$ cat config.mk
export PLATFORM = sky130hd
export DESIGN_NAME = div_share_ctrl_flat
export DESIGN_NICKNAME = d
export VERILOG_FILES = /design/src/rtl/div_share_ctrl_if.sv /design/src/rtl/div_share_ctrl.sv /design/src/flat_wrapper.sv
export SDC_FILE = /design/constraint.sdc
export NUM_CORES = 1
export LEC_CHECK = 0
export BUFFER_PORTS_ARGS = -buffer_cell sky130_fd_sc_hd__buf_2
export CAP_MARGIN = 30
export CORE_MARGIN = 1.5
export CORE_UTILIZATION = 41
export CTS_BUF_LIST = sky130_fd_sc_hd__clkbuf_8
export DETAILED_ROUTE_END_ITERATION = 6
export GPL_TIMING_DRIVEN = 0
export MAX_ROUTING_LAYER = met4
export PLACE_DENSITY = 0.78
export SKIP_LAST_GASP = 1
export SLEW_MARGIN = 20
export SYNTH_ARGS = -nofsm -noshare
export SYNTH_HDL_FRONTEND = slang
export SYNTH_SLANG_ARGS = --single-unit
$ cat constraint.sdc
create_clock -name i_Clk -period 3.4 [get_ports i_Clk]
set_clock_uncertainty 0.05 [all_clocks]
set_input_delay 0.51 -clock i_Clk [delete_from_list [all_inputs] [get_ports i_Clk]]
set_output_delay 0.51 -clock i_Clk [all_outputs]
set_load 0.05 [all_outputs]
$ cat src/rtl/div_share_ctrl_if.sv
// rtl/div_share_ctrl_if.sv - requester, shared-divider and result signals of div_share_ctrl
interface div_share_ctrl_if #(
  parameter int N_REQ = 4,
  parameter int TAG_W = 2
);
  logic [N_REQ-1:0]   i_Req;
  logic [13*N_REQ-1:0] i_Dividendo;
  logic [5*N_REQ-1:0] i_Divisor;
  logic [N_REQ-1:0]   o_Grant;
  logic [12:0]        o_Div_Dividendo;
  logic [4:0]         o_Div_Divisor;
  logic [9:0]         i_Div_Result;
  logic               o_Valid;
  logic               i_Ready;
  logic [9:0]         o_Result;
  logic [TAG_W-1:0]   o_Tag;
  logic               o_DivZero;
  logic               o_Busy;

  modport slave (
    input  i_Req, i_Dividendo, i_Divisor, i_Div_Result, i_Ready,
    output o_Grant, o_Div_Dividendo, o_Div_Divisor, o_Valid, o_Result, o_Tag, o_DivZero, o_Busy
  );

  modport master (
    output i_Req, i_Dividendo, i_Divisor, i_Div_Result, i_Ready,
    input  o_Grant, o_Div_Dividendo, o_Div_Divisor, o_Valid, o_Result, o_Tag, o_DivZero, o_Busy
  );
endinterface

$ cat src/rtl/div_share_ctrl.sv
// rtl/div_share_ctrl.sv - round-robin sharing of one rounding divider among N_REQ requesters
// DIV_SHARE_PIPE_EN adds a second divider settling state (EXEC2).
module div_share_ctrl #(
  parameter int N_REQ = 4,
  parameter int TAG_W = 2
) (
  input  logic           i_Clk,
  input  logic           i_Rst,
  div_share_ctrl_if.slave bus
);
  typedef enum logic [2:0] {
    IDLE,
    EXEC,
`ifdef DIV_SHARE_PIPE_EN
    EXEC2,
`endif
    CAPT,
    HOLD
  } state_t;

  state_t           state;
  logic [TAG_W-1:0] ptr;
  logic [TAG_W-1:0] tag;
  logic [TAG_W-1:0] sel_idx;
  logic [TAG_W:0]   cand;
  logic             found;
  logic [12:0]      sel_dvd;
  logic [4:0]       sel_dvs;
  logic [N_REQ-1:0] grant;
  logic [12:0]      div_dvd;
  logic [4:0]       div_dvs;
  logic [9:0]       result;
  logic             valid;
  logic             divzero;

  // First requester at or after the pointer, wrapping modulo N_REQ
  always_comb begin
    found   = 1'b0;
    sel_idx = '0;
    cand    = '0;
    for (int i = 0; i < N_REQ; i++) begin
      cand = {1'b0, ptr} + (TAG_W+1)'(i);
      if (cand >= (TAG_W+1)'(N_REQ))
        cand = cand - (TAG_W+1)'(N_REQ);
      if (!found && bus.i_Req[cand[TAG_W-1:0]]) begin
        found   = 1'b1;
        sel_idx = cand[TAG_W-1:0];
      end
    end
  end

  always_comb begin
    sel_dvd = '0;
    sel_dvs = '0;
    grant   = '0;
    for (int k = 0; k < N_REQ; k++) begin
      if (sel_idx == TAG_W'(k)) begin
        sel_dvd = bus.i_Dividendo[13*k +: 13];
        sel_dvs = bus.i_Divisor[5*k +: 5];
      end
    end
    if (state == IDLE && found && !i_Rst)
      grant[sel_idx] = 1'b1;
  end

  always_ff @(posedge i_Clk) begin
    if (i_Rst) begin
      state   <= IDLE;
      ptr     <= '0;
      tag     <= '0;
      div_dvd <= '0;
      div_dvs <= '0;
      result  <= '0;
      valid   <= 1'b0;
      divzero <= 1'b0;
    end else begin
      case (state)
        IDLE: begin
          if (found) begin
            tag <= sel_idx;
            ptr <= (sel_idx == TAG_W'(N_REQ-1)) ? '0 : sel_idx + 1'b1;
            // A zero divisor bypasses the divider, leaving its inputs untouched
            if (sel_dvs != '0) begin
              div_dvd <= sel_dvd;
              div_dvs <= sel_dvs;
              state   <= EXEC;
            end else begin
              result  <= 10'h3FF;
              divzero <= 1'b1;
              valid   <= 1'b1;
              state   <= HOLD;
            end
          end
        end
`ifdef DIV_SHARE_PIPE_EN
        EXEC:  state <= EXEC2;
        EXEC2: state <= CAPT;
`else
        EXEC:  state <= CAPT;
`endif
        CAPT: begin
          result  <= bus.i_Div_Result;
          divzero <= 1'b0;
          valid   <= 1'b1;
          state   <= HOLD;
        end
        HOLD: begin
          if (valid && bus.i_Ready) begin
            valid <= 1'b0;
            state <= IDLE;
          end
        end
        default: state <= IDLE;
      endcase
    end
  end

  assign bus.o_Grant         = grant;
  assign bus.o_Div_Dividendo = div_dvd;
  assign bus.o_Div_Divisor   = div_dvs;
  assign bus.o_Valid         = valid;
  assign bus.o_Result        = result;
  assign bus.o_Tag           = tag;
  assign bus.o_DivZero       = divzero;
  assign bus.o_Busy          = (state != IDLE);
endmodule

$ cat src/flat_wrapper.sv
// flat-port wrapper written by rule: the top's interface ports become plain ports
module div_share_ctrl_flat 
#(
  parameter int N_REQ = 4,
  parameter int TAG_W = 2
)
  (i_Clk, i_Rst, bus_i_Req, bus_i_Dividendo, bus_i_Divisor, bus_i_Div_Result, bus_i_Ready, bus_o_Grant, bus_o_Div_Dividendo, bus_o_Div_Divisor, bus_o_Valid, bus_o_Result, bus_o_Tag, bus_o_DivZero, bus_o_Busy);
  div_share_ctrl_if #(.N_REQ(N_REQ), .TAG_W(TAG_W)) bus_i ();
  input  logic i_Clk;
  input  logic i_Rst;
  input wire logic [$bits(bus_i.i_Req)-1:0] bus_i_Req;
  input wire logic [$bits(bus_i.i_Dividendo)-1:0] bus_i_Dividendo;
  input wire logic [$bits(bus_i.i_Divisor)-1:0] bus_i_Divisor;
  input wire logic [$bits(bus_i.i_Div_Result)-1:0] bus_i_Div_Result;
  input wire logic [$bits(bus_i.i_Ready)-1:0] bus_i_Ready;
  output wire logic [$bits(bus_i.o_Grant)-1:0] bus_o_Grant;
  output wire logic [$bits(bus_i.o_Div_Dividendo)-1:0] bus_o_Div_Dividendo;
  output wire logic [$bits(bus_i.o_Div_Divisor)-1:0] bus_o_Div_Divisor;
  output wire logic [$bits(bus_i.o_Valid)-1:0] bus_o_Valid;
  output wire logic [$bits(bus_i.o_Result)-1:0] bus_o_Result;
  output wire logic [$bits(bus_i.o_Tag)-1:0] bus_o_Tag;
  output wire logic [$bits(bus_i.o_DivZero)-1:0] bus_o_DivZero;
  output wire logic [$bits(bus_i.o_Busy)-1:0] bus_o_Busy;
  assign bus_i.i_Req = bus_i_Req;
  assign bus_i.i_Dividendo = bus_i_Dividendo;
  assign bus_i.i_Divisor = bus_i_Divisor;
  assign bus_i.i_Div_Result = bus_i_Div_Result;
  assign bus_i.i_Ready = bus_i_Ready;
  assign bus_o_Grant = bus_i.o_Grant;
  assign bus_o_Div_Dividendo = bus_i.o_Div_Dividendo;
  assign bus_o_Div_Divisor = bus_i.o_Div_Divisor;
  assign bus_o_Valid = bus_i.o_Valid;
  assign bus_o_Result = bus_i.o_Result;
  assign bus_o_Tag = bus_i.o_Tag;
  assign bus_o_DivZero = bus_i.o_DivZero;
  assign bus_o_Busy = bus_i.o_Busy;
  div_share_ctrl #(.N_REQ(N_REQ), .TAG_W(TAG_W)) u_core (.i_Clk(i_Clk), .i_Rst(i_Rst), .bus(bus_i));
endmodule
==> results_dict.tcl <==
set metrics [dict create \
    core_mm2 0.005140 \
    n_antenna_cell 0 \
    rows 26 \
    required_ns 3.52 \
    fin_cells 485 \
    synth_fp_nets 374 \
    critPathLaunchType "input port" \
    relSlewSlack_pct 57.76 \
    fin_crit_sh_pct 97.05 \
    drtPass1Iterations 4 \
    synth_top_family_by_area "compound AO/OA/AOI/OAI gates" \
    setup_viol 0 \
    clk_latency_ns 0.28 \
    placedCellCount 471 \
    dp_slack_ns -0.6320 \
    drtIter0Drc 87 \
    synth-edff-count 0 \
    grt_pass1_vias 2363 \
    synth.area.mux_share_pct 1.873 \
    fin_nets 512 \
    final_layout_size_suffix_gt1_share_pct 39.76 \
    via_per_inst 5.309 \
    root_buffer "clkbuf_8" \
    area_delta_synth_final_pct 41.32 \
    synthFlopType "dfxtp_1" \
    antenna_found_initial 0 \
    io_buffer_count 125 \
    cts_tree "yes" \
    power_density_mw_per_mm2 1098 \
    ios 126 \
    grt_pass1_wl_um 11070 \
    start_util_pct 42.89 \
    wl_um 7003 \
    dp_hpwl_um 5356 \
    route.vias.total 2575 \
    die_w_um 76.33 \
    synth_async_sr_flop_share_pct 0 \
    synth-seq-cells 36 \
    synthXorXnorAreaFrac_pct 0 \
    grt_use_total_pct 23.93 \
    cts_buffers 5 \
    grt_max_degree 11 \
    combPwrFrac_pct 70.4 \
    rsz0062_at_grt "yes" \
    ctsHoldBuffers 0 \
    netlist_area_mm2 0.002205 \
    cts_sinks 36 \
    clkPwrFrac_pct 8.8 \
    vdd_drop_max_v 0.0006186 \
    swShare_pct 53.50 \
    synthSimpleGateAreaFrac_pct 19.52 \
    p_switching_w 0.001831 \
    sequentialPowerShare_pct 20.8 \
    crit_fanout 8 \
    drv_cap 0 \
    fmax_ghz 0.3031 \
    synth_cell_types 40 \
    drv_slew 0 \
    place_congestion 0.9174 \
    tightest_slew_ns 0.6336 \
    setup_tns_ns 0 \
    cts.path.max_buffers 2 \
    synth-compound-area-share_pct 33.09 \
    final-hold-violation-count 0 \
    syn_avg_cell_area_um2 7.988 \
    synth-adder-area-share_pct 5.108 \
    criticalPathCategory "input port to flop" \
    syn_inst 276 \
    htreeDepth 2 \
    wl_per_cell_um 14.44 \
    ys_seq_area_share_pct 32.69 \
    arrival_ns 3.42 \
    yosysWarnings 0 \
    die_y_um 76.33 \
    leakage_nw 1.522 \
    status "completed" \
    die_area_mm2 0.005826 \
    p_int_w 0.001591 \
    path_clk_slew_ns 0.07 \
    worst_slack_ns 0.1004 \
    drc 0 \
    gr-total-overflow 0 \
    period_needed_ns 3.300 \
    final_antenna_net_count 0 \
    worstSetupEndpointType "flop" \
    min_path_type "flop to flop" \
]
[cell usage after synthesis, types with 2 or more instances]
master,count,area (um^2)
o21ai_0,3,15.01
o22a_1,3,26.28
nor2b_1,15,93.84
a211oi_2,10,125.1
o221ai_1,2,17.52
a31oi_1,2,12.51
a21o_1,11,82.58
clkbuf_1,16,60.06
nor2_1,25,93.84
a211oi_1,5,37.54
a221o_1,5,50.05
nor3_1,16,80.08
a221oi_1,12,105.1
inv_1,21,78.83
a22oi_1,2,15.01
nor4_1,2,12.51
ha_1,9,112.6
dfxtp_1,36,720.7
mux2i_1,3,30.03
a21oi_1,33,165.2
nand2_1,18,67.56
and2_1,6,37.54
buf_2,4,20.02
[placed cells by master (no fill, tap or decap), types with 2 or more instances in the layout]
cell and count:
a211oi_1 5, a211oi_2 10, a21o_1 11, a21oi_1 33, a221o_1 5, a221oi_1 12
a22oi_1 2, and2_1 5, buf_2 129, buf_4 5, buf_6 2, clkbuf_1 12
clkbuf_2 3, clkbuf_8 6, dfxtp_1 35, ha_1 9, inv_1 23, mux2i_1 3
nand2_1 18, nor2_1 25, nor2b_1 15, nor3_1 16, o21ai_0 3, o22a_1 3
[logic make-up after synthesis]
group | Yosys count
simple gates | 89
buf+inv | 42
mux | 4
compound gates | 96
fa+ha+maj | 9
flops | 36
[state kept, by name, indices dropped and copies added (netlist names)]
name and flops:
u_core.bus.o_Div_Divisor 5, u_core.ptr 2, u_core.bus.o_Result 10, u_core.bus.o_DivZero 1, u_core.bus.o_Div_Dividendo 13, u_core.bus.o_Valid 1
u_core.state 2, u_core.bus.o_Tag 2
[power by group through the flow]
stage          sequential, W  combinational, W  clock [W]
2_1_floorplan        0.00122           0.00123          0
3_3_place_gp        0.000704           0.00222          0
6_report            0.000710           0.00241   0.000302
3_5_place_dp        0.000711           0.00226          0
4_1_cts             0.000705           0.00230   0.000304
5_1_grt             0.000731           0.00260   0.000326
[final timing paths]
check	start	slack (ns)	to	depth (start not counted)
max	bus_i_Req[3]	0.10	u_core.bus.o_Valid	15
min	u_core.bus.o_Result[0]	0.40	u_core.bus.o_Result[0]	2
max reg2reg	u_core.ptr[1]	0.13	u_core.bus.o_Valid	14
min reg2reg	u_core.bus.o_Result[0]	0.40	u_core.bus.o_Result[0]	2
[stage by stage]
| step | area, um^2 | utilization [%] | total power, W | hold WS (ns) |
|---|---|---|---|---|
| 3_3_place_gp | 2924 | 56.89 | 0.002922 | 0.3876 |
| 2_1_floorplan | 2211 | - | 0.002449 | 0.4451 |
| 6_report | 3115 | 60.61 | 0.003422 | 0.3968 |
| 3_5_place_dp | 2924 | 56.89 | 0.002976 | 0.3915 |
| 4_1_cts | 3040 | 59.15 | 0.003307 | 0.4006 |
| 5_1_grt | 3115 | 60.61 | 0.003657 | 0.4153 |
[per-layer routing]
metal  up-vias  share of wire [%]  track usage [%]
li1       1271                  -                -
met2       112                 49            41.43
met4         0                1.7            6.852
met5         -                  0                -
met1      1176                 43            28.21
met3        16                6.4            4.551
[area by class of cell]
type,count,area (um^2)
buffer,21,105.1
clock buffer,6,82.58
clock inverter,2,7.507
fill,491,2024
inverter,21,78.83
multi-input combinational,198,1358
sequential,36,724.4
tap,70,87.58
timing repair buffer,131,671.9
[critical path, stage by stage]
cell	delay (ns)
buf_2	0.13
inv_1	0.08
and3_1	0.20
nor4_2	0.24
buf_4	0.16
inv_1	0.05
ha_1	0.22
nor2b_1	0.13
buf_2	0.16
a221o_1	0.33
a222oi_1	0.32
buf_4	0.20
nand3_1	0.07
a211o_1	0.31
mux2_1	0.31
[timing repair]
item / 4_1_cts / 5_1_grt
gates resized for setup: 5 / 15
setup buffers: 2 / 2
gates cloned: 0 / 2
pin swaps: 2 / 3
endpoints found under the setup margin: 30 / 29
(Power assumes the default switching activity.)
